File: src/rtl/serial_adder_pkg.sv
// serial_adder_pkg
//   Shared definitions for the bit-serial adder: FSM state encoding and a
//   ceiling-log2 helper used to size the bit counter.
package serial_adder_pkg;

   typedef enum logic [1:0] {
      ST_IDLE  = 2'd0,
      ST_SHIFT = 2'd1,
      ST_DONE  = 2'd2
   } state_t;

   // Minimum 1 bit so a counter is always declarable.
   function automatic int clog2(input int n);
      int r;
      int v;
      r = 0;
      v = n - 1;
      while (v > 0) begin
         r++;
         v = v >> 1;
      end
      if (r == 0) r = 1;
      return r;
   endfunction

endpackage

File: src/rtl/full_adder_bit.sv
// full_adder_bit
//   Combinational one-bit full adder, shared with the subtractor family.
//   Ports:
//     i_a, i_b  - operand bits
//     i_cin     - carry in
//     o_s       - sum bit
//     o_cout    - carry out (majority of the three inputs)
module full_adder_bit (
   input  logic i_a,
   input  logic i_b,
   input  logic i_cin,
   output logic o_s,
   output logic o_cout
);

   assign o_s    = i_a ^ i_b ^ i_cin;
   assign o_cout = (i_a & i_b) | (i_a & i_cin) | (i_b & i_cin);

endmodule

File: src/rtl/serial_adder.sv
// serial_adder
//   Bit-serial, LSB-first adder. Operands are latched on an accepted start
//   and resolved one bit per clock through a single full_adder_bit and a
//   carry flip-flop. Result and carry-out are registered and presented with
//   a one-cycle done pulse.
//   Optional macro SERIAL_ADDER_SUB_EN adds port sub: when set at start the
//   block computes a-b (a + ~b + 1) and cout reports borrow (1 when a<b).
//   Ports:
//     clk, rst_n  - clock, asynchronous active-low reset
//     start       - request, sampled only when busy=0
//     a, b        - operands, captured at the accepted start
//     sub         - subtract select (only with SERIAL_ADDER_SUB_EN)
//     busy        - operation in progress
//     done        - one-cycle result-valid pulse
//     sum, cout   - registered result and carry/borrow out
//
//   state    | meaning
//   ---------+-----------------------------------------------------------
//   ST_IDLE  | waiting for start
//   ST_SHIFT | one operand bit resolved per clock, WIDTH clocks in total
//   ST_DONE  | done pulse; a start here is accepted like in ST_IDLE
module serial_adder
   import serial_adder_pkg::*;
#(
   parameter int WIDTH = 8
) (
   input  logic             clk,
   input  logic             rst_n,
   input  logic             start,
   input  logic [WIDTH-1:0] a,
   input  logic [WIDTH-1:0] b,
`ifdef SERIAL_ADDER_SUB_EN
   input  logic             sub,
`endif
   output logic             busy,
   output logic             done,
   output logic [WIDTH-1:0] sum,
   output logic             cout
);

   localparam int            CW   = clog2(WIDTH);
   localparam logic [CW-1:0] LAST = CW'(WIDTH - 1);

   state_t           r_state;
   state_t           w_state_nxt;
   logic [WIDTH-1:0] r_a_sr;
   logic [WIDTH-1:0] r_b_sr;
   logic [WIDTH-1:0] r_acc;
   logic [WIDTH-1:0] r_sum;
   logic [CW-1:0]    r_cnt;
   logic             r_carry;
   logic             r_cout;
   logic             r_sub;
   logic             w_accept;
   logic             w_last;
   logic             w_s;
   logic             w_c;
   logic             w_sub;

`ifdef SERIAL_ADDER_SUB_EN
   assign w_sub = sub;
`else
   assign w_sub = 1'b0;
`endif

   assign w_last = (r_cnt == LAST);

   full_adder_bit u_fa (
      .i_a    (r_a_sr[0]),
      .i_b    (r_b_sr[0]),
      .i_cin  (r_carry),
      .o_s    (w_s),
      .o_cout (w_c)
   );

   always_ff @(posedge clk or negedge rst_n) begin
      if (!rst_n) r_state <= ST_IDLE;
      else        r_state <= w_state_nxt;
   end

   always_comb begin
      w_state_nxt = r_state;
      w_accept    = 1'b0;
      case (r_state)
         ST_IDLE: begin
            if (start) begin
               w_accept    = 1'b1;
               w_state_nxt = ST_SHIFT;
            end
         end
         ST_SHIFT: begin
            if (w_last) w_state_nxt = ST_DONE;
         end
         ST_DONE: begin
            if (start) begin
               w_accept    = 1'b1;
               w_state_nxt = ST_SHIFT;
            end else begin
               w_state_nxt = ST_IDLE;
            end
         end
         default: w_state_nxt = ST_IDLE;
      endcase
   end

   always_ff @(posedge clk or negedge rst_n) begin
      if (!rst_n) begin
         r_a_sr  <= '0;
         r_b_sr  <= '0;
         r_acc   <= '0;
         r_sum   <= '0;
         r_cnt   <= '0;
         r_carry <= 1'b0;
         r_cout  <= 1'b0;
         r_sub   <= 1'b0;
      end else if (w_accept) begin
         // Subtraction reuses the adder: invert b and inject carry-in 1.
         r_a_sr  <= a;
         r_b_sr  <= w_sub ? ~b : b;
         r_carry <= w_sub;
         r_sub   <= w_sub;
         r_cnt   <= '0;
         r_acc   <= '0;
      end else if (r_state == ST_SHIFT) begin
         r_a_sr  <= r_a_sr >> 1;
         r_b_sr  <= r_b_sr >> 1;
         r_carry <= w_c;
         r_cnt   <= r_cnt + CW'(1);
         r_acc   <= {w_s, r_acc[WIDTH-1:1]};
         if (w_last) begin
            r_sum  <= {w_s, r_acc[WIDTH-1:1]};
            // Borrow is the complement of the final carry when subtracting.
            r_cout <= w_c ^ r_sub;
         end
      end
   end

   assign busy = (r_state == ST_SHIFT);
   assign done = (r_state == ST_DONE);
   assign sum  = r_sum;
   assign cout = r_cout;

endmodule
File: config.mk
export PLATFORM = sky130hd
export DESIGN_NAME = serial_adder
export DESIGN_NICKNAME = d
export VERILOG_FILES = /design/src/rtl/serial_adder_pkg.sv /design/src/rtl/full_adder_bit.sv /design/src/rtl/serial_adder.sv
export SDC_FILE = /design/constraint.sdc
export NUM_CORES = 1
export LEC_CHECK = 0
export ABC_AREA = 1
export CORE_MARGIN = 3
export CORE_UTILIZATION = 55
export CTS_CLUSTER_SIZE = 24
export DETAILED_ROUTE_END_ITERATION = 10
export PLACE_DENSITY = 0.83
export SLEW_MARGIN = 20
export SYNTH_ARGS = -nofsm -noshare
export SYNTH_HDL_FRONTEND = slang
export SYNTH_SLANG_ARGS = --single-unit
export TNS_END_PERCENT = 5
File: constraint.sdc
create_clock -name clk -period 1.65 [get_ports clk]
set_input_delay 0.33 -clock clk [delete_from_list [all_inputs] [get_ports clk]]
set_output_delay 0.33 -clock clk [all_outputs]
set_load 0.05 [all_outputs]
==> results of run 1 <==
==> cells in the final DEF (no fill, tap or decap), types with 2 or more instances in the layout <==
cell,n
ha_1,2
dfrtp_1,38
nor2_4,2
clkdlybuf4s50_1,17
buf_4,15
clkbuf_4,5
o21ai_0,3
nand2_1,81
nor2_1,3
inv_1,6
buf_12,2
nand3_1,39
==> report_power, final <==
part / internal, mW / switching, mW / leakage (nW) / total (mW)
Clock: 0.205 / 0.309 / 0.0343 / 0.514
Sequential: 1.35 / 0.254 / 0.480 / 1.60
Combinational: 0.680 / 1.22 / 0.524 / 1.90
Total: 2.23 / 1.79 / 1.04 / 4.02
==> registers in the layout, indices dropped and copies added (netlist names) <==
| name | flops |
|---|---|
| r_a_sr | 8 |
| r_b_sr | 8 |
| sum | 8 |
| r_acc | 7 |
| r_cnt | 3 |
| r_state | 2 |
| cout | 1 |
| r_carry | 1 |
==> per-stage QoR <==
stage | cells | hold WS [ns] | area, um^2 | total power [mW] | utilization [%]
2_1_floorplan | 185 | 0.03441 | 1628 | 2.941 | -
3_3_place_gp | 243 | 0.3949 | 1944 | 3.451 | 69.91
3_5_place_dp | 243 | 0.3971 | 1944 | 3.537 | 69.91
4_1_cts | 251 | 0.01533 | 2008 | 4.053 | 72.20
5_1_grt | 251 | 0.03067 | 2008 | 4.327 | 72.20
6_report | 251 | 0.006580 | 2008 | 4.021 | 72.20
==> worst max-delay path by stage <==
stage,from,endpoint,cells past startpoint
6_report,r_state[0]$_DFFE_PN0P_,busy,3
5_1_grt,r_state[0]$_DFFE_PN0P_,busy,3
4_1_cts,r_state[0]$_DFFE_PN0P_,busy,3
3_5_place_dp,start,r_acc[7]$_DFFE_PN0P_,4
3_3_place_gp,start,r_b_sr[1]$_DFFE_PN0P_,4
2_1_floorplan,r_state[1]$_DFFE_PN0P_,done,2
==> kinds of logic (layout without fill, tap and decap cells) <==
logic type | after synthesis | in the layout | share of synthesized area [%]
flops | 38 | 38 | 58.42
buf+inv | 14 | 49 | 4.458
simple gates | 126 | 126 | 33.13
compound gates | 4 | 4 | 1.229
fa+ha+maj | 3 | 3 | 2.767
==> final cells by class <==
type / instances / area [um^2] / share of cell area [%]
sequential: 38 / 950.9 / 47.35
timing repair buffer: 35 / 327.8 / 16.32
tap: 31 / 38.79 / 1.931
clock inverter: 2 / 12.51 / 0.6231
multi-input combinational: 133 / 604.3 / 30.09
clock buffer: 6 / 51.30 / 2.555
inverter: 6 / 22.52 / 1.121
==> metal layers <==
metal	global-route usage (%)	wire, um	vias to the layer above
li1	-	-	657
met1	24.51	1433	618
met2	33.49	1538	31
met3	4.681	171	9
met4	11.08	75	0
met5	0	0	-
==> summary.txt, run 1 <==
Yosys warning count: 0
Mapped Area: 0.001628 mm^2
Tot GR Track Use: 20.25%
Pwr dens: 2002 mW/mm^2
Die Y: 60.40 um
Vias per cell: 5.239
Vias in the first global route: 1225
Async set or reset register ratio after synthesis: 100.0%
Share of the synthesized area in the top cell type: 58.42%
CTS tree: yes
CTS hold repair buffers: 0
Inserted Diodes: 0
Synth Instances: 185
Syn avg cell area: 8.799 um^2
Final TNS setup: 0 ns
Hold Crit Class: in2async
Worst-margin pin slew: 0.5041 ns
Initial antenna violation count: 0
Leak Pwr: 1.038 nW
CP bufs+invs: 2
Peak VDD IR: 1.675 mV
Pre-CTS WS: 0.07598 ns
Final setup fails: 0
Die X-Extent: 60.40 um
Seq/Total Area, Yosys: 58.42%
Synth-to-Final Area Change: 23.37%
Total CTS buffers: 5
Cells along the critical path: inv_1, nor2_4, buf_12
Filler cells: 213
Final slew viol count: 0
Num ports: 30
R2r worst-path depth: 5
Crit path time final: 1.579 ns
Starting DRT DRC Count: 69
Core Rows: 19
Post-DP HPWL: 2237 um
Maximum clock frequency: 0.6334 GHz
Deepest clock path buffer count: 2
Final hold violations: 0
Routed Antenna Nets: 0
Via count: 1315
EDFF count, synth: 0
Final net count: 241
Required time worst endpoint: 1.32 ns
Yosys cell types: 13
Mapped Nets: 207
Grt total ovfl: 0
Most frequent cell after synthesis: nand2_1
Largest area contributor in the netlist: dfrtp_1
Drt first pass iters: 4
Synth cell count leaders: nand2_1, nand3_1, dfrtp_1
Worst setup margin: 0.07114 ns
# port buffers: 29
Worst-Skew Late Latency: 0.35 ns
CP max-delay cell: dfrtp_1
Peak fanout along the critical path: 7
WL/cell: 12.82 um
Max stage delay on crit path: 0.42 ns
Max_slew headroom: 66.27%
First-pass GRT wire length: 5306 um
Worst EP arrival: 1.25 ns
Setup bufs post-CTS: 0
Critical path class: reg2out
Final period utilization: 95.69%
Reg2reg setup slack: 0.32 ns
Final wirelength: 3219 um
Clk_skew: 0.007648 ns
Total number of clock tree sinks: 38
Clock root buffer: clkbuf_4
Worst-path clk slew: 0.11 ns
Post-synth top flop: dfrtp_1
Post-CTS Resized: 0
Post-route DRC violation count: 0
#FFs+latches synth: 38
Largest net degree at the start of global routing: 39
Initial Util: 58.52%
Share of layout cells above drive strength 1: 13.18%
Max cap viols: 0
Unrepaired setup endpoints after global routing: no
R2R Path End: cout$_DFFE_PN0P_
Core area: 0.002781 mm^2
Synth top area cells: dfrtp_1, nand2_1, nand3_1, buf_4, ha_1
Crit start category: register
Status: completed
Final RePlAce weighted congestion: 0.7775
Die Area: 0.003648 mm^2
CP delay by family, top: flip-flops
CTS H-tree lvls: 2
Worst setup EP type: output pin
RR Startpoint: r_cnt[0]$_DFFE_PN0P_
Note: power is estimated with default switching activity, not from simulation.
==> inputs of run 2 (changes only) <==
--- a/config.mk
+++ b/config.mk
@@ -7,10 +7,10 @@
 export LEC_CHECK = 0
 export ABC_AREA = 1
 export CORE_MARGIN = 3
-export CORE_UTILIZATION = 55
+export CORE_UTILIZATION = 50
 export CTS_CLUSTER_SIZE = 24
 export DETAILED_ROUTE_END_ITERATION = 10
-export PLACE_DENSITY = 0.83
+export PLACE_DENSITY = 0.77
 export SLEW_MARGIN = 20
 export SYNTH_ARGS = -nofsm -noshare
 export SYNTH_HDL_FRONTEND = slang
==> run 2 against run 1 <==
- non-clock buffer count increased by 1
- clock skew about the same
- routed wire length increased by 0.81%
- utilization decreased by 4.8 points
- critical path type unchanged
- largest power group unchanged
- critical endpoint unchanged
- final cell count increased by 5.6%
- worst setup slack improved by 0.037 ns
==> summary.txt, run 2 (synthesis gave the netlist of run 1 again) <==
Total CTS buffers: 5
Post-CTS Resized: 0
Final wirelength: 3245 um
Die X-Extent: 63.06 um
Worst-Skew Late Latency: 0.35 ns
Routed Antenna Nets: 0
CTS tree: yes
Worst EP arrival: 1.21 ns
Drt first pass iters: 4
Vias per cell: 5.140
Peak fanout along the critical path: 5
Total number of clock tree sinks: 38
Max_slew headroom: 67.41%
CTS H-tree lvls: 2
Filler cells: 256
Die Y: 63.06 um
Vias in the first global route: 1281
Initial Util: 52.89%
Worst-path clk slew: 0.12 ns
R2R Path End: r_b_sr[6]$_DFFE_PN0P_
Max cap viols: 0
Final RePlAce weighted congestion: 0.7560
Final period utilization: 93.47%
Clock root buffer: clkbuf_4
Peak VDD IR: 0.8073 mV
# port buffers: 29
Post-route DRC violation count: 0
Final slew viol count: 0
Final setup fails: 0
R2r worst-path depth: 5
Pwr Total: 4.166 mW
Deepest clock path buffer count: 2
Worst Setup SP: r_state[0]$_DFFE_PN0P_
Share of layout cells above drive strength 1: 13.12%
Reg2reg setup slack: 0.23 ns
Maximum clock frequency: 0.6484 GHz
Finished Layout Cells: 265
Core area: 0.003078 mm^2
Final net count: 242
Num ports: 30
Status: completed
Worst setup EP type: output pin
RR Startpoint: r_state[1]$_DFFE_PN0P_
Via count: 1362
Critical path class: reg2out
Fin util: 67.44%
First-pass GRT wire length: 5747 um
Crit start category: register
Placed Instances: 256
WL/cell: 12.25 um
Inserted Diodes: 0
Required time worst endpoint: 1.32 ns
Initial antenna violation count: 0
Core Rows: 20
Pwr dens: 2007 mW/mm^2
Most frequent cells in the layout: nand2_1, nand3_1, dfrtp_1
Clk_skew: 0.007271 ns
Largest net degree at the start of global routing: 39
Grt total ovfl: 0
Final hold violations: 0
Most common cell after layout, fill and taps aside: nand2_1
Leak Pwr: 1.063 nW
Unrepaired setup endpoints after global routing: no
Worst-margin pin slew: 0.4877 ns
Starting DRT DRC Count: 71
Hold Crit Class: in2async
Post-DP HPWL: 2166 um
Synth-to-Final Area Change: 27.52%
Die Area: 0.003977 mm^2
Crit path time final: 1.542 ns
CP Capture Point: busy
Final TNS setup: 0 ns
Tot GR Track Use: 18.29%
==> run 2: critical path: stages, from the launching register on <==
cell and delay [ns]:
dfrtp_1 0.43, inv_1 0.13, nor2_4 0.16, buf_12 0.15
==> run 2: cell type report <==
class	instances	area [um^2]	share of cell area [%]
Sequential cell	38	950.9	45.81
Multi-Input combinational cell	133	604.3	29.11
Timing Repair Buffer	36	365.4	17.60
Tap cell	44	55.05	2.652
Clock inverter	3	40.04	1.929
Clock buffer	5	37.54	1.808
Inverter	6	22.52	1.085
==> run 2: worst min-delay path by stage <==
stage                       endpoint  slack (ns)  cells after the start
6_report       r_a_sr[4]$_DFFE_PN0P_        0.34                      2
5_1_grt        r_a_sr[4]$_DFFE_PN0P_        0.34                      2
4_1_cts           sum[6]$_DFFE_PN0P_        0.34                      2
3_5_place_dp      sum[6]$_DFFE_PN0P_        0.46                      2
3_3_place_gp      sum[6]$_DFFE_PN0P_        0.46                      2
2_1_floorplan       cout$_DFFE_PN0P_        0.03                      0
==> run 2: per-stage QoR <==
step | instance area, um^2 | hold slack (ns) | worst slack, ns
2_1_floorplan | 1628 | 0.03441 | 0.2330
3_3_place_gp | 1991 | 0.4566 | 0.2416
3_5_place_dp | 1991 | 0.4637 | 0.2184
4_1_cts | 2076 | 0.3378 | 0.1040
5_1_grt | 2076 | 0.3370 | 0.05160
6_report | 2076 | 0.3367 | 0.1078
==> run 2: timing repair <==
action                                 4_1_cts  5_1_grt
setup buffers                                1        0
hold buffers                                 0        0
setup endpoints to repair                    1        0
endpoints found under the hold margin        0        0
==> run 2: layer usage <==
| layer | wire, um | global-route usage (%) | vias to the layer above |
|---|---|---|---|
| met5 | 0 | 0 | - |
| met1 | 1430 | 23.11 | 648 |
| met3 | 203 | 6.952 | 5 |
| met2 | 1570 | 29.38 | 44 |
| met4 | 40 | 4.959 | 0 |
| li1 | - | - | 665 |
==> run 2: power by group <==
| group | internal, mW | switching [mW] | leakage [nW] | total, mW |
|---|---|---|---|---|
| Sequential | 1.35 | 0.252 | 0.480 | 1.60 |
| Combinational | 0.703 | 1.23 | 0.538 | 1.94 |
| Clock | 0.314 | 0.314 | 0.0450 | 0.628 |
| Total | 2.37 | 1.80 | 1.06 | 4.17 |
